`src/rtl/load_store_unit.sv`:
```
// RV32I load/store stage: req/ack handshake to data memory, byte-lane alignment, load extension.
// Latency: done one cycle after the final REQ cycle (fault path: cycle 1); stall holds the core meanwhile.
module load_store_unit #(
    parameter int WIDTH   = 32,
    parameter int TIMEOUT = 16
) (
    input  logic             clk,
    input  logic             reset,
    input  logic             op_valid,
    input  logic             is_store,
    input  logic [2:0]       funct3,
    input  logic [WIDTH-1:0] addr,
    input  logic [WIDTH-1:0] wdata,
    output logic             stall,
    output logic             done,
    output logic [WIDTH-1:0] rdata,
    output logic             misaligned,
    output logic             bus_err,
    output logic             dmem_req,
    output logic             dmem_we,
    output logic [WIDTH-1:0] dmem_addr,
    output logic [3:0]       dmem_be,
    output logic [WIDTH-1:0] dmem_wdata,
    input  logic [WIDTH-1:0] dmem_rdata,
    input  logic             dmem_ack
);
    localparam int            CW       = $clog2(TIMEOUT + 1);
    localparam logic [CW-1:0] CNT_LAST = CW'(TIMEOUT - 1);

    typedef enum logic [1:0] {IDLE, REQ, RESP} state_t;

    state_t           state, state_nxt;
    logic [2:0]       f3_q;
    logic             store_q;
    logic [1:0]       off_q;
    logic [CW-1:0]    cnt;
    logic             legal_f3, aligned, fault;
    logic [3:0]       be_new;
    logic [WIDTH-1:0] wdata_new;
    logic [WIDTH-1:0] lane, load_ext;

    always_comb begin
        aligned   = 1'b0;
        be_new    = 4'b0000;
        wdata_new = '0;
        case (funct3[1:0])
            2'b00: begin
                aligned   = 1'b1;
                be_new    = 4'b0001 << addr[1:0];
                wdata_new = {4{wdata[7:0]}};
            end
            2'b01: begin
                aligned   = ~addr[0];
                be_new    = 4'b0011 << addr[1:0];
                wdata_new = {2{wdata[15:0]}};
            end
            2'b10: begin
                aligned   = (addr[1:0] == 2'b00);
                be_new    = 4'b1111;
                wdata_new = wdata;
            end
            default: ;
        endcase
        // Stores have no unsigned forms; loads have no unsigned word.
        if (is_store)
            legal_f3 = ~funct3[2] & (funct3[1:0] != 2'b11);
        else if (funct3[1:0] == 2'b10)
            legal_f3 = ~funct3[2];
        else
            legal_f3 = (funct3[1:0] != 2'b11);
        fault = ~legal_f3 | ~aligned;
    end

    assign lane = dmem_rdata >> {off_q, 3'b000};

    always_comb begin
        case (f3_q)
            3'b000:  load_ext = {{24{lane[7]}}, lane[7:0]};
            3'b001:  load_ext = {{16{lane[15]}}, lane[15:0]};
            3'b010:  load_ext = lane;
            3'b100:  load_ext = {24'd0, lane[7:0]};
            3'b101:  load_ext = {16'd0, lane[15:0]};
            default: load_ext = '0;
        endcase
    end

    always_ff @(posedge clk or posedge reset) begin
        if (reset) state <= IDLE;
        else       state <= state_nxt;
    end

    always_comb begin
        state_nxt = state;
        case (state)
            IDLE:    if (op_valid) state_nxt = fault ? RESP : REQ;
            REQ:     if (dmem_ack || cnt == CNT_LAST) state_nxt = RESP;
            RESP:    state_nxt = IDLE;
            default: state_nxt = IDLE;
        endcase
    end

    always_ff @(posedge clk or posedge reset) begin
        if (reset) begin
            f3_q       <= '0;
            store_q    <= 1'b0;
            off_q      <= '0;
            cnt        <= '0;
            rdata      <= '0;
            misaligned <= 1'b0;
            bus_err    <= 1'b0;
            dmem_req   <= 1'b0;
            dmem_we    <= 1'b0;
            dmem_addr  <= '0;
            dmem_be    <= '0;
            dmem_wdata <= '0;
        end else begin
            case (state)
                IDLE: if (op_valid) begin
                    f3_q    <= funct3;
                    store_q <= is_store;
                    off_q   <= addr[1:0];
                    cnt     <= '0;
                    rdata   <= '0;
                    if (fault) begin
                        misaligned <= 1'b1;
                    end else begin
                        dmem_req   <= 1'b1;
                        dmem_we    <= is_store;
                        dmem_addr  <= {addr[WIDTH-1:2], 2'b00};
                        dmem_be    <= be_new;
                        dmem_wdata <= wdata_new;
                    end
                end
                REQ: begin
                    if (dmem_ack) begin
                        dmem_req <= 1'b0;
                        dmem_we  <= 1'b0;
                        rdata    <= store_q ? '0 : load_ext;
                    end else if (cnt == CNT_LAST) begin
                        dmem_req <= 1'b0;
                        dmem_we  <= 1'b0;
                        bus_err  <= 1'b1;
                        rdata    <= '0;
                    end else begin
                        cnt <= cnt + 1'b1;
                    end
                end
                RESP: begin
                    misaligned <= 1'b0;
                    bus_err    <= 1'b0;
                    rdata      <= '0;
                end
                default: ;
            endcase
        end
    end

    assign done  = (state == RESP);
    // Reset gates stall directly so the core is released without waiting for a clock.
    assign stall = op_valid & (state != RESP) & ~reset;

endmodule

```
`config.mk`:
```
export PLATFORM = sky130hd
export DESIGN_NAME = load_store_unit
export DESIGN_NICKNAME = d
export VERILOG_FILES = /design/src/rtl/load_store_unit.sv
export SDC_FILE = /design/constraint.sdc
export NUM_CORES = 1
export LEC_CHECK = 0
export CORE_MARGIN = 5
export CORE_UTILIZATION = 45
export DETAILED_ROUTE_END_ITERATION = 16
export GPL_TIMING_DRIVEN = 0
export PLACE_DENSITY = 0.83
export SLEW_MARGIN = 30
export SYNTH_ARGS = -nofsm -noshare
export SYNTH_HDL_FRONTEND = slang
export SYNTH_SLANG_ARGS = --single-unit
```
`constraint.sdc`:
```
create_clock -name clk -period 7.1 [get_ports clk]
set_input_delay 1.42 -clock clk [delete_from_list [all_inputs] [get_ports clk]]
set_output_delay 1.42 -clock clk [all_outputs]
set_load 0.02 [all_outputs]
```
==> flow_summary.ini <==
[worst_setup_path]
arrival_ps = 3100
path_class = input pin to primary output
start_kind = input pin
critPathRequiredTime_ps = 5680
crit_fanout = 10
end_kind = primary output

[layout]
fillers = 887
drive_gt1_share_pct = 8.46
stdcell_count = 948
diodes = 0
area_delta_synth_final_pct = 54.2
layout.nets = 877
layout_common_cells = clkdlybuf4s50_1, dfrtp_1, nand2_1
regArea_um2 = 2880
final_common_cell = clkdlybuf4s50_1
multi_input_area_um2 = 2480

[routing]
routed_wl_um = 17800
ant_nets = 0
first_pass_iters = 5
drc = 0
num_vias = 5178
via_per_inst = 5.46
drt_iter0_drc = 415
drt-wirelength-per-cell_um = 18.8

[power_and_ir_drop]
powerDensity_nw_per_um2 = 398
totalPowerFinal_uw = 3440
leakage_uw = 0.00380
ir_drop_mv = 0.259

[flow_run]
drv_cap = 0

[yosys]
netlist_instances = 539
syn_area_per_cell_um2 = 10.4
synth_compound_area_share_pct = 18.5
synth_area_leaders = dfrtp_1, mux2_1, nand2_1, o21ai_1, a21oi_1
ys_types = 52
yosys_register_bits = 115
ys_warn_count = 0
synth.top_cell.area_share_pct = 51.4
yosysSeqAreaShare_pct = 51.4
synth_area_leader_cell = dfrtp_1
synth_ff_type = dfrtp_1
syn_area_um2 = 5600
synth_xor_xnor_area_share_pct = 0
synthMuxAreaShare_pct = 12.5
synth_edf_count = 0
async_flop_share_pct = 100
synth_top_family_by_area = compound AO/OA/AOI/OAI gates
synth-simple-area-share_pct = 11.9
synthAdderAreaFrac_pct = 1.34

[placement]
io_buffers = 207
place_hpwl_um = 13300
place_congestion = 0.919
dpl.cell_count = 916

[grt]
grt_start_max_net_pins = 87
grt_pass1_wl_um = 28300
grtUsageTotal_pct = 24.4
grt_pass1_vias = 5504
overflow = 0
antenna_found_initial = 0

[cts]
cts_resized = 0
htreeDepth = 4
cts_root_buffer = clkbuf_16
post_cts_buffers = 0
clkLatencyLatePin_ps = 420
cts_buffer_depth = 2
cts_tree = built
cts_buffers = 17
holdBufCountCts = 0
path_clk_slew_ps = 50
clock-sinks = 115

[floorplan]
start_util_pct = 46.2
fp.dieW_um = 122
dieHeight_um = 122
design.die.area_um2 = 14800
core_um2 = 12100
row_count = 40
boundaryPins = 210

[min_path]
hp-class = flop to flop

[timing]
finalSetupViolCount = 0
rsz0062_at_grt = false
min_period_ps = 4520
finalHoldViolations = 0
finalClockSkew_ps = 10.3
fin_crit_sh_pct = 63.7
setup_tns_ps = 0
worst_pin_slew_ps = 979
drv_slew = 0
relSlewSlack_pct = 34.6
fmax_mhz = 221

[run_status]
status = complete, no violations
cell families (layout without fill, tap and decap cells):
kind of cell	count (synthesis)	in the layout
buffers and inverters	55	295
other	1	2
adder cells (fa/ha/maj)	6	6
multiplexers	63	63
AND/OR/NAND/NOR	142	142
AO/OA/AOI/OAI	157	157
flip-flops	115	115
final timing paths:
check / start / endpoint / slack [ps] / cells after the start
worst max-delay path: op_valid / stall / 2580 / 4
worst min-delay path: dmem_be[0]$_DFFE_PP0P_ / dmem_be[0]$_DFFE_PP0P_ / 480 / 2
worst max register to register: cnt[0]$_DFFE_PP0P_ / rdata[25]$_DFFE_PP0P_ / 4450 / 9
worst min register to register: dmem_be[0]$_DFFE_PP0P_ / dmem_be[0]$_DFFE_PP0P_ / 480 / 2
max in group asynchronous: reset / rdata[7]$_DFFE_PP0P_ / 5000 / 3
min in group asynchronous: reset / bus_err$_DFFE_PP0P_ / 1410 / 2
critical path, stage by stage:
cell and delay (ps):
clkdlybuf4s50_1 530, buf_2 230, nor3b_1 260, clkdlybuf4s50_1 660
layout make-up:
| class | count | area share (%) |
|---|---|---|
| buffer | 41 | 2.16 |
| clock buffer | 22 | 5.38 |
| clock inverter | 10 | 2.90 |
| inverter | 14 | 0.696 |
| multi-input combinational | 370 | 28.8 |
| sequential | 115 | 33.3 |
| tap | 168 | 2.43 |
| timing repair buffer | 208 | 24.3 |
power by group:
group          internal (uW)  switching (uW)  total, uW
sequential               875             136       1010
combinational            644             738       1380
clock                    746             301       1050
per-stage QoR:
stage          cell area [um2]  setup slack (ps)  utilization [%]  hold WS [ps]
2_1_floorplan             5600              2640                -           470
3_3_place_gp              7880              1020             65.1           471
3_5_place_dp              7920              2580             65.4           474
4_1_cts                   8630              2570             71.3           486
5_1_grt                   8630              2540             71.3           511
6_report                  8630              2580             71.3           482
synthesized netlist by cell type, drive strengths merged, types with 2 or more instances:
master / instances
or2: 2
o211ai: 8
mux2: 45
nor4: 3
nor2: 18
and4b: 2
ha: 6
buf: 19
a221oi: 2
clkbuf: 22
or3b: 2
a2bb2oi: 18
o2bb2ai: 7
nand3b: 3
inv: 14
nor2b: 14
nand2: 85
dfrtp: 115
a22oi: 16
o21ai: 56
nand3: 3
a22o: 2
a21oi: 37
o311ai: 2
mux2i: 17
nor3b: 2
nand2b: 3
sequential cells by signal (all words and copies together) (netlist names), 2 cells and up:
register	cells
f3_q	3
rdata	32
dmem_addr	30
cnt	5
state	2
dmem_be	4
dmem_wdata	32
off_q	2
routing by layer:
| metal | part of all wire (%) | GRT usage (%) | wire (um) |
|---|---|---|---|
| met1 | 38 | 28.2 | 6840 |
| met2 | 49 | 41.2 | 8690 |
| met3 | 9.5 | 9.56 | 1690 |
| met4 | 3.1 | 9.10 | 556 |
| met5 | 0 | 0 | 0 |
Note: power is estimated with default switching activity, not from simulation.
